`src/rtl/display_scan_ctrl_pkg.sv`:
```
// Shared definitions for the 7-segment scan controller: glyph table, segment bit order, slot states.
// Pure constants and types; no logic.
// No flow control involved.
package display_scan_ctrl_pkg;

    // Segment bus bit positions (active low): [7]=dp, [6:0]=g..a
    localparam int SEG_A  = 0;
    localparam int SEG_G  = 6;
    localparam int SEG_DP = 7;

    // Active-low glyphs for hex 0..F, bit order g..a
    localparam logic [6:0] GLYPH_N [16] = '{
        7'h40, 7'h79, 7'h24, 7'h30,
        7'h19, 7'h12, 7'h02, 7'h78,
        7'h00, 7'h10, 7'h08, 7'h03,
        7'h46, 7'h21, 7'h06, 7'h0E
    };

    typedef enum logic {
        ST_BLANK = 1'b0,
        ST_DRIVE = 1'b1
    } scan_state_e;

endpackage

```
`src/rtl/hex_seg_n.sv`:
```
// Hex nibble to active-low 7-segment glyph decoder.
// Latency: combinational, zero cycles.
// Backpressure: none (pure function of its input).
module hex_seg_n
    import display_scan_ctrl_pkg::*;
(
    input  logic [3:0] nibble,
    output logic [6:0] seg_n
);

    assign seg_n = GLYPH_N[nibble];

endmodule

```
`src/rtl/display_scan_ctrl.sv`:
```
// Time-multiplexed scan of a common-anode 7-segment display with blanking, PWM dimming and LZ suppression.
// Latency: io_sel/io_seg/frame_start are registered, one clock after the scan counter state they reflect.
// Backpressure: none; free-running scan, inputs are sampled only at the frame snapshot.
module display_scan_ctrl
    import display_scan_ctrl_pkg::*;
#(
    parameter int NUM_DIGITS   = 4,
    parameter int SLOT_CYCLES  = 40000,
    parameter int BLANK_CYCLES = 8000
) (
    input  logic                    clk,
    input  logic                    rst,
    input  logic [NUM_DIGITS*4-1:0] number,
    input  logic [NUM_DIGITS-1:0]   dp_in,
    input  logic                    lz_en,
    input  logic [3:0]              brightness,
    output logic [NUM_DIGITS-1:0]   io_sel,
    output logic [7:0]              io_seg,
    output logic                    frame_start
);

    localparam int IDX_W = (NUM_DIGITS > 1) ? $clog2(NUM_DIGITS) : 1;
    localparam int CNT_W = $clog2(SLOT_CYCLES);
    localparam logic [CNT_W-1:0] SLOT_LAST  = CNT_W'(SLOT_CYCLES - 1);
    localparam logic [CNT_W-1:0] BLANK_LAST = CNT_W'(BLANK_CYCLES - 1);
    localparam logic [IDX_W-1:0] IDX_LAST   = IDX_W'(NUM_DIGITS - 1);

    scan_state_e            state_q, state_d;
    logic [IDX_W-1:0]       digit_idx;
    logic [CNT_W-1:0]       slot_cnt;
    logic [3:0]             pwm_cnt;

    logic [3:0]             nib_sh [NUM_DIGITS];
    logic [NUM_DIGITS-1:0]  dp_sh;
    logic                   lz_sh;
    logic [3:0]             bright_sh;

    logic                   slot_wrap;
    logic                   snap;
    logic [NUM_DIGITS-1:0]  supp;
    logic                   zero_above;
    logic                   lit;
    logic [6:0]             glyph_n;
    logic [NUM_DIGITS-1:0]  sel_d;
    logic [7:0]             seg_d;

    assign slot_wrap = (slot_cnt == SLOT_LAST);
    assign snap      = (digit_idx == '0) && (slot_cnt == '0);

    always_comb begin
        state_d = state_q;
        case (state_q)
            ST_BLANK: if (slot_cnt == BLANK_LAST) state_d = ST_DRIVE;
            ST_DRIVE: if (slot_wrap)              state_d = ST_BLANK;
            default:                              state_d = ST_BLANK;
        endcase
    end

    // A digit is suppressed when it and every higher nibble are zero; digit 0 always shows.
    always_comb begin
        zero_above = 1'b1;
        supp       = '0;
        for (int k = NUM_DIGITS - 1; k >= 0; k--) begin
            zero_above = zero_above && (nib_sh[k] == 4'h0);
            supp[k]    = lz_sh && zero_above && (k != 0);
        end
    end

    hex_seg_n u_hex_seg_n (
        .nibble (nib_sh[digit_idx]),
        .seg_n  (glyph_n)
    );

    always_comb begin
        sel_d = '1;
        seg_d = 8'hFF;
        lit   = (state_q == ST_DRIVE) && (pwm_cnt < bright_sh) && !supp[digit_idx];
        if (lit) begin
            sel_d[digit_idx]   = 1'b0;
            seg_d[SEG_G:SEG_A] = glyph_n;
            seg_d[SEG_DP]      = ~dp_sh[digit_idx];
        end
    end

    always_ff @(posedge clk) begin
        if (rst) begin
            state_q     <= ST_BLANK;
            digit_idx   <= '0;
            slot_cnt    <= '0;
            pwm_cnt     <= '0;
            for (int k = 0; k < NUM_DIGITS; k++) nib_sh[k] <= '0;
            dp_sh       <= '0;
            lz_sh       <= 1'b0;
            bright_sh   <= '0;
            io_sel      <= '1;
            io_seg      <= 8'hFF;
            frame_start <= 1'b0;
        end else begin
            state_q  <= state_d;
            slot_cnt <= slot_wrap ? '0 : slot_cnt + 1'b1;
            if (slot_wrap) begin
                digit_idx <= (digit_idx == IDX_LAST) ? '0 : digit_idx + 1'b1;
            end
            // PWM phase restarts at every drive entry so each slot sees the same duty pattern
            pwm_cnt <= (state_q == ST_BLANK) ? 4'h0 : pwm_cnt + 4'h1;
            if (snap) begin
                for (int k = 0; k < NUM_DIGITS; k++) nib_sh[k] <= number[k*4 +: 4];
                dp_sh     <= dp_in;
                lz_sh     <= lz_en;
                bright_sh <= brightness;
            end
            io_sel      <= sel_d;
            io_seg      <= seg_d;
            frame_start <= snap;
        end
    end

endmodule

```
`config.mk`:
```
export PLATFORM = sky130hd
export DESIGN_NAME = display_scan_ctrl
export DESIGN_NICKNAME = d
export VERILOG_FILES = /design/src/rtl/display_scan_ctrl_pkg.sv /design/src/rtl/hex_seg_n.sv /design/src/rtl/display_scan_ctrl.sv
export SDC_FILE = /design/constraint.sdc
export NUM_CORES = 1
export LEC_CHECK = 0
export ABC_AREA = 1
export CAP_MARGIN = 20
export CORE_MARGIN = 8
export CORE_UTILIZATION = 48
export DETAILED_ROUTE_END_ITERATION = 12
export PLACE_DENSITY = 0.74
export SLEW_MARGIN = 20
export SYNTH_ARGS = -nofsm -noshare
export SYNTH_HDL_FRONTEND = slang
export SYNTH_SLANG_ARGS = --single-unit
```
`constraint.sdc`:
```
create_clock -name clk -period 1.7 [get_ports clk]
set_input_delay 0.425 -clock clk [delete_from_list [all_inputs] [get_ports clk]]
set_output_delay 0.425 -clock clk [all_outputs]
set_load 0.03 [all_outputs]
```
# Word level (Yosys, flattened, before mapping)
# Memory sizes are Yosys's and may differ from the RTL's. A register that Yosys moved wholly into a read port is not among the register bits.
# Index checks and enable logic that the tools add are counted.
# word_totals
register_bits,45
latch_bits,0
ramBits,16
mem_bits_ro,112
input_bits,27
out_inout_bits,13
elab_cells,72
n_memories,2
# memory_table
memory,depth,word_bits,read_ports,rd_clocked_by_memory_dff,wr,line_no,rtl
(name not given),16,7,1,1,0,hex_seg_n.sv:11,assign seg_n = GLYPH_N[nibble];
nib_sh,4,4,4,1,4,display_scan_ctrl.sv:33,logic [3:0] nib_sh [NUM_DIGITS];
# op_classes
addsub,3
n_mul,0
div,0
n_lt_le_gt_ge,4
n_eq_ne,3
shift,0
n_mux,23
bitwise_logic,9
reduce_logical,18
# ops
operator,count
$add A16 B1 Y16 const B,1
$eq A16 B13 Y1 const B,1
$eq A16 B16 Y1 const B,1
$logic_not A16 Y1,1
$mux W4,4
$mux W7,2
$logic_not A4 Y1,3
$mux W1,10
$logic_and A1 B1 Y1,9
$mux W2,3
$reduce_or A2 Y1,3
$ge A5 B5 Y1 const B,1
$not A4 Y5,1
$add A4 B1 Y4 const B,1
$bmux W1 S2,2
$lt A4 B4 Y1,1
$not A4 Y4,1
$or A1 B1 Y1,4
$lt A2 B3 Y1 const B,1
$not A1 Y1,3
$add A2 B1 Y2 const B,1
$demux W1 S2,1
$eq A2 B2 Y1 const B,1
$ge A2 B1 Y1 const B,1
3 further kinds,3

# Longest topological paths before layout
# Gate-level depths: netlist of the first run.
# An unclocked memory read counts as a cell.
# depth
word_depth,11
mapped_depth,13
mapped_depth_nobuf,12

# Modules after synthesis
# Synthesis of the first run repeated with hierarchy kept, for this count alone.
# hier_totals
hier_cells,412
area_unflattened_um2,3153.0
# by_module_without_submodules
mod,instances,cells_each,area_per_inst_um2,seq_area_each_um2
display_scan_ctrl,1,363,2879.0,1421.4
hex_seg_n,1,49,274.0,0.0

# Least setup slack after synthesis of the first run
# OpenSTA, ideal clock, no wires.
# synth_timing
path_type,register to register
from,register digit_idx[0]
to,memory nib_sh[0][0] (enable)
setup_time_ns,0.376
arrival_time_ns,1.416
required_ns,1.324
slack_ns,-0.092
path_stages_with_launch,7
path_buffers,0
period_less_slack_ns,1.792
cell_sequence,dfxtp_1 -> inv_1 -> ha_1 -> nand3_1 -> nor2_1 -> nand2_1 -> nand2_1
# synth_lines
item,line_no,rtl
from (decl),display_scan_ctrl.sv:29,logic [IDX_W-1:0] digit_idx;
from (signal assigned),display_scan_ctrl.sv:102,digit_idx <= (digit_idx == IDX_LAST) ? '0 : digit_idx + 1'b1;
to (decl),display_scan_ctrl.sv:33,

# Worst setup path after layout of the first run
# layout_timing
from,register digit_idx[1]
to,register bright_sh[3]
# layout_between
elab_chain_len,2
# layout_rtl
item,line_no,rtl
$logic_not A2 Y1,display_scan_ctrl.sv:48,assign snap = (digit_idx == '0) && (slot_cnt == '0);
$logic_and A1 B1 Y1,display_scan_ctrl.sv:48,
to (signal assigned),display_scan_ctrl.sv:110,bright_sh <= brightness;
to (decl),display_scan_ctrl.sv:36,logic [3:0] bright_sh;
# No other way between the ends.
# A chain may end at the register's enable or synchronous reset.

==> flow_metrics.env, run 1 <==
export IMPL_insertion_delay_ps=330
export IMPL_crit_path_end_kind="flop"
export IMPL_fmax_mhz=632
export IMPL_arrival_ps=1800
export IMPL_coreArea_mm2=0.00624
export IMPL_path_clk_slew_ps=70
export IMPL_period_minus_slack_ps=1580
export IMPL_final_common_cell="nand2_1"
export IMPL_grt_max_degree=23
export IMPL_port_buffers=39
export IMPL_peakVddDrop_mv=0.607
export IMPL_layout_common_cells="99 x nand2_1, 63 x inv_1, 54 x nor2_1, 45 x dfxtp_1, 36 x nand3_1"
export IMPL_vias=2555
export IMPL_cp_start_kind="flop"
export IMPL_post_cts_resize_count=13
export IMPL_synth_distinct_cells=28
export IMPL_num_rows=29
export IMPL_htreeDepth=3
export IMPL_cts_sinks=63
export IMPL_r2r_start="digit_idx[1]"
export IMPL_drive_above_1_share_pct=10.5
export IMPL_powerDensity_mw_per_mm2=889
export IMPL_clk_path_buf_depth=2
export IMPL_syn_cell_area_mm2=0.00305
export IMPL_place_area_mm2=0.00369
export IMPL_fin_skew_ps=10.7
export IMPL_postLayoutCellArea_mm2=0.00389
export IMPL_place_inst=526
export IMPL_globalRouteTotalUtil_pct=15.3
export IMPL_synth_area_per_cell_um2=7.70
export IMPL_cellLeakagePower_nw=1.76
export IMPL_synth_warnings=0
export IMPL_diodes=0
export IMPL_synth_seq_area_share_pct=46.6
export IMPL_cp_required_ps=1920
export IMPL_ios=40
export IMPL_cts_tree="built"
export IMPL_gp_congestion=0.871
export IMPL_status="finished clean"
export IMPL_rsz0062_at_grt="false"
export IMPL_drt_wl_total_um=6230
export IMPL_dieArea_mm2=0.00916
export IMPL_hpwlAfterDp_um=4760
export IMPL_fin_ws_ps=118
export IMPL_slew_viol_final=0
export IMPL_drc=0
export IMPL_grt_antenna_before_repair=0
export IMPL_vias_per_cell=4.71
export IMPL_ctsHoldBuffers=0
export IMPL_grt_ovfl_total=0
export IMPL_fin_nets=503
export IMPL_cts_made_buffers=9
export IMPL_cp_max_fo=10
export IMPL_dp_slack_ps=-28.1
export IMPL_drtAntennaViolNets=0
export IMPL_final_cells=542
export IMPL_syn_nets=439
export IMPL_drt_iter0_drc=148
export IMPL_die_w_um=95.7
export IMPL_start_util_pct=48.9
export IMPL_die_h_um=95.7
export IMPL_fin_crit_sh_pct=93.1
export IMPL_hold_viol_final=0
export IMPL_worstSetupPathType="flop to flop"
export IMPL_areaGrowthSynthToFinish_pct=27.4
export IMPL_worstMarginPinSlew_ps=358
export IMPL_grt_pass1_wl_um=11100
export IMPL_maxCapViolations=0
export IMPL_finalPower_w=0.00345
export IMPL_relSlewSlack_pct=76.0
export IMPL_startpoint="digit_idx[1]"
export IMPL_first_pass_iters=4
export IMPL_cts_root_buf="clkbuf_8"
export IMPL_setup_viol_count_final=0
export IMPL_hold_path_class="flop to flop"
export IMPL_post_cts_setup_buffers=0
export IMPL_synthCells=396
export IMPL_min_delay_start="pwm_cnt[0]"
export IMPL_grt_pass1_vias=2514
export IMPL_wire_per_inst_um=11.5
export IMPL_synth_seq_cells=63
export IMPL_final_core_util_pct=62.3
-- per-stage QoR --
step           setup TNS [ps]  hold slack, ps
3_3_place_gp            -72.7             448
3_5_place_dp             -131             456
2_1_floorplan               0             427
6_report                    0             467
5_1_grt                     0             493
4_1_cts                     0             473
-- worst paths after layout --
| path | end | slack (ps) | cells after the start |
|---|---|---|---|
| max | bright_sh[3] | 120 | 9 |
| min | pwm_cnt[0] | 470 | 1 |
| max reg2reg | bright_sh[3] | 120 | 9 |
| min reg2reg | pwm_cnt[0] | 470 | 1 |
-- cell type report --
type / instances / area (um2)
multi-input cells: 262 / 1350
fillers: 558 / 2350
flip-flops and latches: 63 / 1420
repair buffers: 58 / 567
inverters: 66 / 249
clock buffers: 11 / 131
well taps: 77 / 96.3
clock inverters: 5 / 72.6
-- synth_stat cells --
cell type	instances	area, um2
clkinv_2	1	5.00
nor2_1	55	206
and3_1	1	6.26
inv_2	1	3.75
nand3_1	36	180
nor3_1	3	15.0
nand2_4	2	22.5
edfxtp_1	16	480
ha_1	16	200
inv_1	63	236
nor3_2	2	20.0
nand2_2	2	12.5
o21ai_0	14	70.1
a21boi_0	1	7.51
xor2_1	6	52.6
buf_4	2	15.0
a21oi_1	9	45.0
clkinv_1	1	3.75
dfxtp_1	47	941
nand4_1	5	31.3
buf_2	2	10.0
nand3_2	2	20.0
nor3b_4	1	18.8
nor2_4	1	11.3
xnor2_1	4	35.0
or2_2	1	6.26
nand2_1	101	379
buf_8	1	15.0
-- where the power goes --
group | switching (W) | total, W | internal [W]
combinational | 0.000234 | 0.000438 | 0.000204
sequential | 0.0000389 | 0.00166 | 0.00162
clock | 0.000539 | 0.00135 | 0.000814
total | 0.000811 | 0.00345 | 0.00264
-- cell families (layout without fill, tap and decap cells) --
kind of cell,Yosys count,after routing,share of synthesized area [%]
buffers and inverters,71,140,9.47
adder cells (fa/ha/maj),16,16,6.56
flip-flops,63,63,46.6
AND/OR/NAND/NOR,212,212,30.5
XOR/XNOR,10,10,2.87
AO/OA/AOI/OAI,24,24,4.02
-- metal layers --
layer	up-vias	global-route usage, %	wire length (um)
met4	0	8.45	89
met5	-	0	0
li1	1358	-	-
met1	1127	19.3	2990
met3	7	4.29	401
met2	63	23.2	2750
-- worst max-delay path: stages (launching register included) --
cell and delay [ps]:
dfxtp_1 420, inv_1 100, ha_1 230, nand3_1 110
nor2_2 50, buf_4 120, nand3_2 100, clkinv_2 160
nand2_1 110, o21ai_0 70
-- flip-flops by register name (all words and copies together), names as in the netlist, named ones only --
name,flops
digit_idx,2
bright_sh,4
nib_sh,16
lz_sh,1
io_seg,8
frame_start,1
state_q,1
slot_cnt,16
io_sel,4
dp_sh,4
pwm_cnt,4
Note: power is estimated with default switching activity, not from simulation.
==> run 2: changes to the inputs <==
Settings changed: GPL_ROUTABILITY_DRIVEN set to 1.
==> results of run 2 <==
The final DEF is identical to that of run 1; final timing and power are the same.
==> run 3: changes to the inputs <==
==> constraint.sdc (replaced) <==
create_clock -name clk -period 1.7 [get_ports clk]
set_input_delay 0.34 -clock clk [delete_from_list [all_inputs] [get_ports clk]]
set_output_delay 0.34 -clock clk [all_outputs]
set_load 0.03 [all_outputs]
==> run 3 against run 2 <==
Sequential cell count unchanged; fmax decreased by 4.0%; count of clock-buffer cells in the layout down 2; register-to-register slack improved by 20 ps; sequential share of layout area down 0.074 points; worst hold slack lost 7.1 ps; critical endpoint is now io_seg[1]; global-route usage decreased by 0.077 points.
==> flow_metrics.env, run 3 (synthesis gave the netlist of run 1 again) <==
export IMPL_ios=40
export IMPL_cts_root_buf="clkbuf_8"
export IMPL_tns_ps=0
export IMPL_start_util_pct=48.9
export IMPL_die_w_um=95.7
export IMPL_vias=2574
export IMPL_cts_made_buffers=9
export IMPL_grt_pass1_vias=2552
export IMPL_clk_path_buf_depth=2
export IMPL_peakVddDrop_mv=0.568
export IMPL_diodes=0
export IMPL_htreeDepth=3
export IMPL_dieArea_mm2=0.00916
export IMPL_drive_above_1_share_pct=10.2
export IMPL_grt_ovfl_total=0
export IMPL_drtAntennaViolNets=0
export IMPL_hold_viol_final=0
export IMPL_seqPwrFrac_pct=47.9
export IMPL_path_delay_family="buffers and inverters"
export IMPL_reg_largest_list="nib_sh x16, slot_cnt x16, io_seg x8"
export IMPL_period_minus_slack_ps=1650
export IMPL_critical_path_slowest_cell="clkdlybuf4s50_1"
export IMPL_areaGrowthSynthToFinish_pct=27.8
export IMPL_cp_required_ps=1360
export IMPL_worstSetupPathType="flop to output port"
export IMPL_fin_nets=501
export IMPL_arrival_ps=1310
export IMPL_crit_buf_inv=1
export IMPL_globalRouteTotalUtil_pct=15.2
export IMPL_status="finished clean"
export IMPL_path_clk_slew_ps=70
export IMPL_slew_viol_final=0
export IMPL_coreArea_mm2=0.00624
export IMPL_powerDensity_mw_per_mm2=891
export IMPL_vias_per_cell=4.77
export IMPL_setup_viol_count_final=0
export IMPL_combinationalPowerShare_pct=12.5
export IMPL_drt_wl_total_um=6110
export IMPL_first_pass_iters=4
export IMPL_maxCapViolations=0
export IMPL_swShare_pct=24.2
export IMPL_drc=0
export IMPL_whs_ps=459
export IMPL_port_buffers=39
export IMPL_worstMarginPinSlew_ps=332
export IMPL_final_common_cell="nand2_1"
export IMPL_fin_skew_ps=6.36
export IMPL_cp_start_kind="flop"
export IMPL_layout_common_cells="99 x nand2_1, 63 x inv_1, 55 x nor2_1, 46 x dfxtp_1, 36 x nand3_1"
export IMPL_hpwlAfterDp_um=4640
export IMPL_grt_antenna_before_repair=0
export IMPL_insertion_delay_ps=340
export IMPL_cp_max_fo=1
export IMPL_fin_crit_sh_pct=96.9
export IMPL_grt_max_degree=23
export IMPL_cellLeakagePower_nw=1.77
export IMPL_p_int_w=0.00264
export IMPL_slowest_delay_ps=660
export IMPL_drt_iter0_drc=179
export IMPL_clockPowerShare_pct=39.6
export IMPL_relSlewSlack_pct=77.8
export IMPL_num_rows=29
export IMPL_crit_path_end_kind="output port"
export IMPL_grt_pass1_wl_um=10900
export IMPL_switching_power_w=0.000840
export IMPL_fmax_mhz=607
export IMPL_hold_path_class="flop to flop"
export IMPL_rsz0062_at_grt="false"
export IMPL_crit_chain="clkdlybuf4s50_1"
export IMPL_gp_congestion=0.937
export IMPL_cts_sinks=63
export IMPL_cts_tree="built"
export IMPL_die_h_um=95.7
export IMPL_wire_per_inst_um=11.3
-- run 3: cell types whose count changed in the layout (fill, tap and decap cells not counted), moves of 2 or more --
cell / before / now
clkinvlp_4: 0 / 2
dlygate4sd2_1: 13 / 0
buf_12: 4 / 2
clkbuf_1: 2 / 0
clkdlybuf4s50_1: 26 / 32
dlymetal6s2s_1: 0 / 7
dfxtp_2: 2 / 0
-- run 3: cell type report --
type	instances	area, um2
multi-input combinational	262	1350
clock inverter	7	87.6
inverter	66	251
fill	552	2340
sequential	63	1430
timing repair buffer	56	561
tap	77	96.3
clock buffer	9	124
-- run 3: power groups by stage --
stage | registers (W) | clock network, W | logic, W
after global routing | 0.00167 | 0.00149 | 0.000501
after global placement | 0.00170 | 0 | 0.000421
after CTS | 0.00166 | 0.00141 | 0.000435
after detailed placement | 0.00170 | 0 | 0.000432
final | 0.00166 | 0.00138 | 0.000434
after floorplan | 0.00169 | 0 | 0.000258
-- run 3: stage by stage --
step                utilization, %  setup slack (ps)  instances  total power, W  area [um2]
floorplan                        -              95.5        396         0.00195        3050
global placement              58.5              29.0        524         0.00212        3650
detailed placement            58.5              12.2        524         0.00213        3650
CTS                           61.9              11.0        540         0.00351        3860
global route                  62.5             0.368        540         0.00366        3900
finish                        62.5              51.9        540         0.00348        3900
-- run 3: worst paths after layout --
check | from | to | slack (ps) | cells after the start
worst max register to register | slot_cnt[0] | slot_cnt[12] | 140 | 8
worst max-delay path | io_seg[1] | io_seg[1] | 50 | 1
worst min-delay path | pwm_cnt[0] | pwm_cnt[0] | 460 | 1
worst min register to register | pwm_cnt[0] | pwm_cnt[0] | 460 | 1
-- run 3: repair_timing --
item	4_1_cts	5_1_grt
resized for setup	0	12
setup endpoints to repair	0	16
hold buffers	0	0
buffers inserted	0	0
-- run 3: routing by layer --
metal	vias to the layer above	GRT usage, %	share of wire (%)
met5	-	0	0
met4	0	7.68	2.4
met3	15	5.69	6.8
met2	60	23.8	45
met1	1139	18.0	46
li1	1360	-	-
